<file path="config.mk">
export PLATFORM = sky130hd
export DESIGN_NAME = muxn_scan
export DESIGN_NICKNAME = d
export VERILOG_FILES = /design/src/rtl/muxn_pkg.sv /design/src/rtl/muxn_scan_rr_next_sel.sv /design/src/rtl/muxn_scan.sv
export SDC_FILE = /design/constraint.sdc
export NUM_CORES = 1
export LEC_CHECK = 0
export BUFFER_PORTS_ARGS = -buffer_cell sky130_fd_sc_hd__buf_2
export CAP_MARGIN = 20
export CORE_MARGIN = 4
export CORE_UTILIZATION = 35
export DETAILED_ROUTE_END_ITERATION = 6
export HOLD_SLACK_MARGIN = 0.06
export PLACE_DENSITY = 0.58
export SLEW_MARGIN = 20
export SYNTH_ARGS = -nofsm -noshare
export SYNTH_HDL_FRONTEND = slang
export SYNTH_HIERARCHICAL = 1
export SYNTH_SLANG_ARGS = --single-unit
</file>
<file path="constraint.sdc">
create_clock -name clk -period 42.5 [get_ports clk]
set_clock_uncertainty 0.15 [all_clocks]
set_input_delay 6.375 -clock clk [delete_from_list [all_inputs] [get_ports clk]]
set_output_delay 6.375 -clock clk [all_outputs]
set_load 0.1 [all_outputs]
</file>
<file path="src/rtl/muxn_pkg.sv">
// Shared types and helpers for the muxn_scan time-division readout multiplexer.
package muxn_pkg;

  typedef enum logic {
    MODE_DIRECT = 1'b0,
    MODE_SCAN   = 1'b1
  } mode_e;

  typedef enum logic {
    IDLE = 1'b0,
    SCAN = 1'b1
  } state_e;

  // Bit width needed to index n items, never less than one bit so that
  // degenerate sizes still yield a legal vector.
  function automatic int clog2_min1(input int n);
    int r;
    r = $clog2(n);
    return (r < 1) ? 1 : r;
  endfunction

endpackage

</file>
<file path="src/rtl/muxn_scan_rr_next_sel.sv">
// rr_next_sel: purely combinational circular "next set bit after idx" search.
// Each set bit is ranked by its circular distance past idx_i (idx_i itself
// ranks last), which is a priority pick over the mask rotated to start at
// idx_i+1. wrapped_o flags that the winner is at or below idx_i.
module rr_next_sel
  import muxn_pkg::*;
#(
  parameter int N     = 16,
  parameter int IDX_W = clog2_min1(N)
) (
  input  logic [N-1:0]     mask_i,
  input  logic [IDX_W-1:0] idx_i,
  output logic [IDX_W-1:0] next_o,
  output logic             wrapped_o
);

  int best_s;
  int best_dist_s;
  int dist_s;

  // Pick the set bit with the smallest circular distance past idx_i.
  always_comb begin
    best_s      = int'(idx_i);
    best_dist_s = N + 1;
    dist_s      = 0;
    for (int k = 0; k < N; k++) begin
      if (k > int'(idx_i)) begin
        dist_s = k - int'(idx_i);
      end else begin
        dist_s = k - int'(idx_i) + N;
      end
      if (mask_i[k] && (dist_s < best_dist_s)) begin
        best_s      = k;
        best_dist_s = dist_s;
      end else begin
        best_s      = best_s;
      end
    end
    next_o    = IDX_W'(best_s);
    wrapped_o = (best_s <= int'(idx_i));
  end

endmodule

</file>
<file path="src/rtl/muxn_scan.sv">
// muxn_scan: parametrised N:1 word multiplexer with registered output,
// direct-select mode and auto-scan over a channel mask with programmable dwell.
// Optional build macro MUXN_SCAN_PARITY_EN adds y_par, the even parity of y.
module muxn_scan
  import muxn_pkg::*;
#(
  parameter int WIDTH    = 4,
  parameter int CHANNELS = 16,
  parameter int DWELL    = 1,
  localparam int SEL_W   = $clog2(CHANNELS)
) (
  input  logic                      clk,
  input  logic                      rst,
  input  logic [CHANNELS*WIDTH-1:0] din,
  input  logic                      en,
  input  logic                      mode,
  input  logic [SEL_W-1:0]          sel,
  input  logic [CHANNELS-1:0]       chan_mask,
  output logic [WIDTH-1:0]          y,
  output logic [SEL_W-1:0]          y_ch,
  output logic                      y_valid,
  output logic                      wrap,
`ifdef MUXN_SCAN_PARITY_EN
  output logic                      y_par,
`endif
  output logic                      sel_err
);

  localparam int                 DW_W     = clog2_min1(DWELL);
  localparam logic [DW_W-1:0]    RELOAD   = DW_W'(DWELL - 1);
  localparam logic [SEL_W:0]     CH_LIMIT = (SEL_W + 1)'(CHANNELS);
  localparam logic [SEL_W-1:0]   LAST_CH  = SEL_W'(CHANNELS - 1);
  localparam int                 NWORDS   = 1 << SEL_W;

  // Word table padded to a power of two so any select value indexes safely.
  logic [WIDTH-1:0] word_s [NWORDS];

  for (genvar k = 0; k < NWORDS; k++) begin : g_word
    if (k < CHANNELS) begin : g_real
      assign word_s[k] = din[k*WIDTH +: WIDTH];
    end else begin : g_pad
      assign word_s[k] = {WIDTH{1'b0}};
    end
  end

  state_e           state_q, state_d;
  logic [WIDTH-1:0] y_q, y_d;
  logic [SEL_W-1:0] y_ch_q, y_ch_d;
  logic             y_valid_q, y_valid_d;
  logic             wrap_q, wrap_d;
  logic             sel_err_q, sel_err_d;
  logic [SEL_W-1:0] ptr_q, ptr_d;
  logic [DW_W-1:0]  dwell_q, dwell_d;

  mode_e            mode_s;
  logic             mask_any_s;
  logic             sel_ok_s;
  logic [SEL_W-1:0] search_idx_s;
  logic [SEL_W-1:0] next_ch_s;
  logic             next_wrap_s;

  assign mode_s     = mode_e'(mode);
  assign mask_any_s = |chan_mask;
  assign sel_ok_s   = ({1'b0, sel} < CH_LIMIT);

  // Searching "after the last channel" from IDLE lands on the lowest enabled one.
  assign search_idx_s = (state_q == IDLE) ? LAST_CH : ptr_q;

  rr_next_sel #(
    .N     (CHANNELS),
    .IDX_W (SEL_W)
  ) u_next_sel (
    .mask_i    (chan_mask),
    .idx_i     (search_idx_s),
    .next_o    (next_ch_s),
    .wrapped_o (next_wrap_s)
  );

  // State register: synchronous reset aborts any scan in progress.
  always_ff @(posedge clk) begin
    if (rst) begin
      state_q <= IDLE;
    end else begin
      state_q <= state_d;
    end
  end

  // Next state: direct mode or an empty mask drop to IDLE; en=0 freezes.
  always_comb begin
    state_d = state_q;
    if (!en) begin
      state_d = state_q;
    end else if (mode_s == MODE_DIRECT) begin
      state_d = IDLE;
    end else if (!mask_any_s) begin
      state_d = IDLE;
    end else begin
      state_d = SCAN;
    end
  end

  // Output/datapath next values: sample, dwell countdown and pointer advance.
  always_comb begin
    y_d       = y_q;
    y_ch_d    = y_ch_q;
    y_valid_d = 1'b0;
    wrap_d    = 1'b0;
    sel_err_d = sel_err_q;
    ptr_d     = ptr_q;
    dwell_d   = dwell_q;
    if (!en) begin
      y_valid_d = 1'b0;
    end else if (mode_s == MODE_DIRECT) begin
      if (sel_ok_s) begin
        y_d       = word_s[sel];
        y_ch_d    = sel;
        y_valid_d = 1'b1;
        sel_err_d = 1'b0;
      end else begin
        y_d       = {WIDTH{1'b0}};
        sel_err_d = 1'b1;
      end
    end else if (!mask_any_s) begin
      y_valid_d = 1'b0;
    end else begin
      case (state_q)
        IDLE: begin
          ptr_d     = next_ch_s;
          y_d       = word_s[next_ch_s];
          y_ch_d    = next_ch_s;
          y_valid_d = 1'b1;
          dwell_d   = RELOAD;
          sel_err_d = 1'b0;
        end
        SCAN: begin
          if (|dwell_q) begin
            dwell_d = dwell_q - DW_W'(1'b1);
          end else begin
            ptr_d     = next_ch_s;
            y_d       = word_s[next_ch_s];
            y_ch_d    = next_ch_s;
            y_valid_d = 1'b1;
            wrap_d    = next_wrap_s;
            dwell_d   = RELOAD;
          end
        end
        default: begin
          y_valid_d = 1'b0;
        end
      endcase
    end
  end

  // Datapath registers: all outputs come straight from flops.
  always_ff @(posedge clk) begin
    if (rst) begin
      y_q       <= {WIDTH{1'b0}};
      y_ch_q    <= {SEL_W{1'b0}};
      y_valid_q <= 1'b0;
      wrap_q    <= 1'b0;
      sel_err_q <= 1'b0;
      ptr_q     <= {SEL_W{1'b0}};
      dwell_q   <= {DW_W{1'b0}};
    end else begin
      y_q       <= y_d;
      y_ch_q    <= y_ch_d;
      y_valid_q <= y_valid_d;
      wrap_q    <= wrap_d;
      sel_err_q <= sel_err_d;
      ptr_q     <= ptr_d;
      dwell_q   <= dwell_d;
    end
  end

  assign y       = y_q;
  assign y_ch    = y_ch_q;
  assign y_valid = y_valid_q;
  assign wrap    = wrap_q;
  assign sel_err = sel_err_q;

`ifdef MUXN_SCAN_PARITY_EN
  logic y_par_q;

  // Even parity of a word: XOR of all its bits.
  function automatic logic par_even(input logic [WIDTH-1:0] w);
    return ^w;
  endfunction

  // Parity flop tracks y_d, so it updates and holds exactly with y.
  always_ff @(posedge clk) begin
    if (rst) begin
      y_par_q <= 1'b0;
    end else begin
      y_par_q <= par_even(y_d);
    end
  end

  assign y_par = y_par_q;
`endif

endmodule

</file>
==> results by group <==
Global route
  – Number of global-route vias before repair: 6754
  – GR Overflow Total: 0
  – Initial antenna violation count: 0
  – First-pass GRT wire length: 36300 um
  – Total track usage: roughly a fifth
  – Largest net degree at the start of global routing: 31

Worst setup path
  – Crit Path Max Fanout: 15
  – Most common cell on crit path: ha_1
  – Crit path arrival time: about 34 ns
  – Worst EP required: 42.50 ns
  – Startpoint types: input pin
  – Worst R2R Setup Slack: 12.16 ns
  – Critical Path Sink Type: flip-flop
  – CP max stage delay: ~0.64 ns
  – Crit-path slowest cell: or4b_2
  – R2R depth: 120
  – Crit Path Class: input pin to flip-flop

Worst hold path
  – Hold Path Class: flip-flop to flip-flop
  – Hold depth: 2

Synth
  – Ranking of synthesized cells by area: ha_1 (16%), mux4_2 (6.7%), a21oi_1 (5.3%), nand2_1 (4.5%), dfxtp_1 (4.5%)
  – Async SR Flop Fraction: 0%
  – Post-synthesis cell type count: 106
  – Most numerous cell in the Yosys netlist: ha_1
  – Syn Std Cell Area: about 6700 um^2
  – Synth top area share: 16.2%
  – YS warnings: 6
  – Seq/Total Area, Yosys: around 4.5%
  – Post-synth top area cell: ha_1
  – Main flop type after synthesis: dfxtp_1
  – Post-Syn Instances: 850
  – Yosys reg bits: 15
  – EDFF count, synth: 0
  – Syn Area/Cell: approximately 7.9 um^2
  – Post-synth top cells: ha_1 (87), nand2_1 (81), a21oi_1 (71), nor2_1 (62), o21ai_0 (49)

Drt
  – DR iter-0 viols: about 460
  – DR WL met3: approximately 1700 um
  – Initial DRT Pass Iterations: 5
  – Met2 WL: 10600 um
  – Wire length per cell: a little under 20 um
  – Metal-1 WL: 10400 um
  – DRC viols: 0
  – Post-Route WL: 23200 um
  – Highest Signal Layer: met4
  – Total number of vias: approximately 7000
  – ANT nets after route: 0
  – Vias per std cell: roughly 6.0

Floorplan
  – Die footprint: roughly 22000 um^2
  – Die width: approximately 150 um
  – IO Pins: between 90 and 100
  – Initial core utilization: 35.7%
  – Core area: between 15000 and 20000 um^2
  – Core Rows: 50
  – Die Y: 147 um

Timing
  – RSZ-0062 raised after global routing: no
  – Tcrit/Tclk final: about four fifths
  – Minimum clock period: approximately 34 ns
  – WHS: between 0.3 and 0.4 ns
  – Worst rel slew slack: 27.0%
  – Final Slew Violations: 0
  – Setup Viol. Count Final: 0
  – Setup_tns: 0 ns
  – Slew @ Worst Pin: between 1 and 1.5 ns
  – Fmax: between 20 and 30 MHz
  – Final Hold Viols: 0

Clock network
  – Post_cts resized: 0
  – CTS Hold Buffers Added: 0
  – CTS tree: yes
  – CTS clk-pin slew, worst paths: about 0.050 ns
  – Clock sinks: 15
  – Clock latency on the worst-skew pair: roughly 0.24 ns
  – Postcts setup bufs: 0
  – Clk buf depth: 2
  – CTS H-tree depth: 1
  – CTS root buf: clkbuf_16
  – CTS Buf Count: 3

Placement
  – DP Wirelength: roughly 18000 um
  – I/O Buffers: between 90 and 100
  – RePlAce Congestion: just over 0.9

Cells and area
  – Antenna Cells: 0
  – NumNets Final: approximately 1100
  – Layout cells sized above 1: 21.6%
  – Fill count: around 2000
  – Area growth, synth to finish: 10.4%

Status
  – Status: complete, no violations

Flow run
  – Max-cap viol count: 0
[cell families (layout without fill, tap and decap cells)]
| logic type | after synthesis | after routing | synth area share, % |
|---|---|---|---|
| flops | 15 | 15 | 4.46 |
| compound gates | 281 | 281 | 29.5 |
| fa+ha+maj | 90 | 90 | 16.6 |
| buf+inv | 87 | 158 | 6.80 |
| xor+xnor | 7 | 7 | 1.02 |
| simple gates | 284 | 284 | 22.2 |
| mux | 84 | 84 | 19.3 |
| other cells | 2 | 4 | 0.112 |
[layout make-up]
cell class                 count  area [um^2]  area share (%)
clock buffer                   4         78.8            1.06
inverter                      47          181            2.44
multi-input combinational    750         5990            80.5
sequential                    15          300            4.04
tap                          260          325            4.38
timing repair buffer         107          561            7.54
[routing by layer]
layer  vias up  global-route usage [%]
met2       289                    33.7
met5         -                       0
met3        37                    2.82
met1      3331                    28.7
met4         0                    4.14
li1       3441                       -
[cell usage in the layout, fill, tap and decap left out, types with 6 or more instances in the layout]
| master | n |
|---|---|
| o211ai_1 | 14 |
| inv_1 | 44 |
| nor4_1 | 6 |
| a21oi_1 | 71 |
| nand2b_1 | 16 |
| nand3_1 | 19 |
| mux2i_1 | 25 |
| dfxtp_1 | 15 |
| mux4_2 | 20 |
| buf_2 | 97 |
| nor2b_1 | 23 |
| ha_1 | 87 |
| nor2_1 | 62 |
| o21ai_1 | 15 |
| and3_1 | 11 |
| nor3_1 | 12 |
| buf_4 | 10 |
| and2_1 | 6 |
| mux2_2 | 15 |
| o21ai_0 | 49 |
| a31oi_1 | 11 |
| mux2_4 | 11 |
| mux4_1 | 8 |
| nand2_1 | 81 |
| o21a_1 | 12 |
| o211a_1 | 8 |
[worst paths after layout]
path                start      end
min               y_ch[3]  y_ch[3]
max          chan_mask[0]     y[2]
max reg2reg       state_q     y[2]
min reg2reg       y_ch[3]  y_ch[3]
[stage by stage]
stage	setup WS, ns	util (%)	area, um^2	instances
floorplan	11.34	-	6740	852
global placement	8.48	39.1	7350	1179
detailed placement	8.29	39.1	7350	1179
CTS	8.45	39.5	7430	1183
global route	6.10	39.5	7430	1183
finish	8.13	39.5	7430	1183
[critical path, delay by kind of cell]
kind,cells,cell delay [ns]
mux,10,3.09
buf+inv,5,0.59
fa+ha+maj,15,4.45
simple gates,39,8.33
compound gates,47,11.50
[state kept, by name, summed over array words and instances, names as in the netlist]
register,flops
y,4
ptr_q,4
wrap,1
y_ch,4
y_valid,1
state_q,1
Power is not shown: default switching activity piles up to over one toggle a cycle in this logic, so the estimate is an artifact.
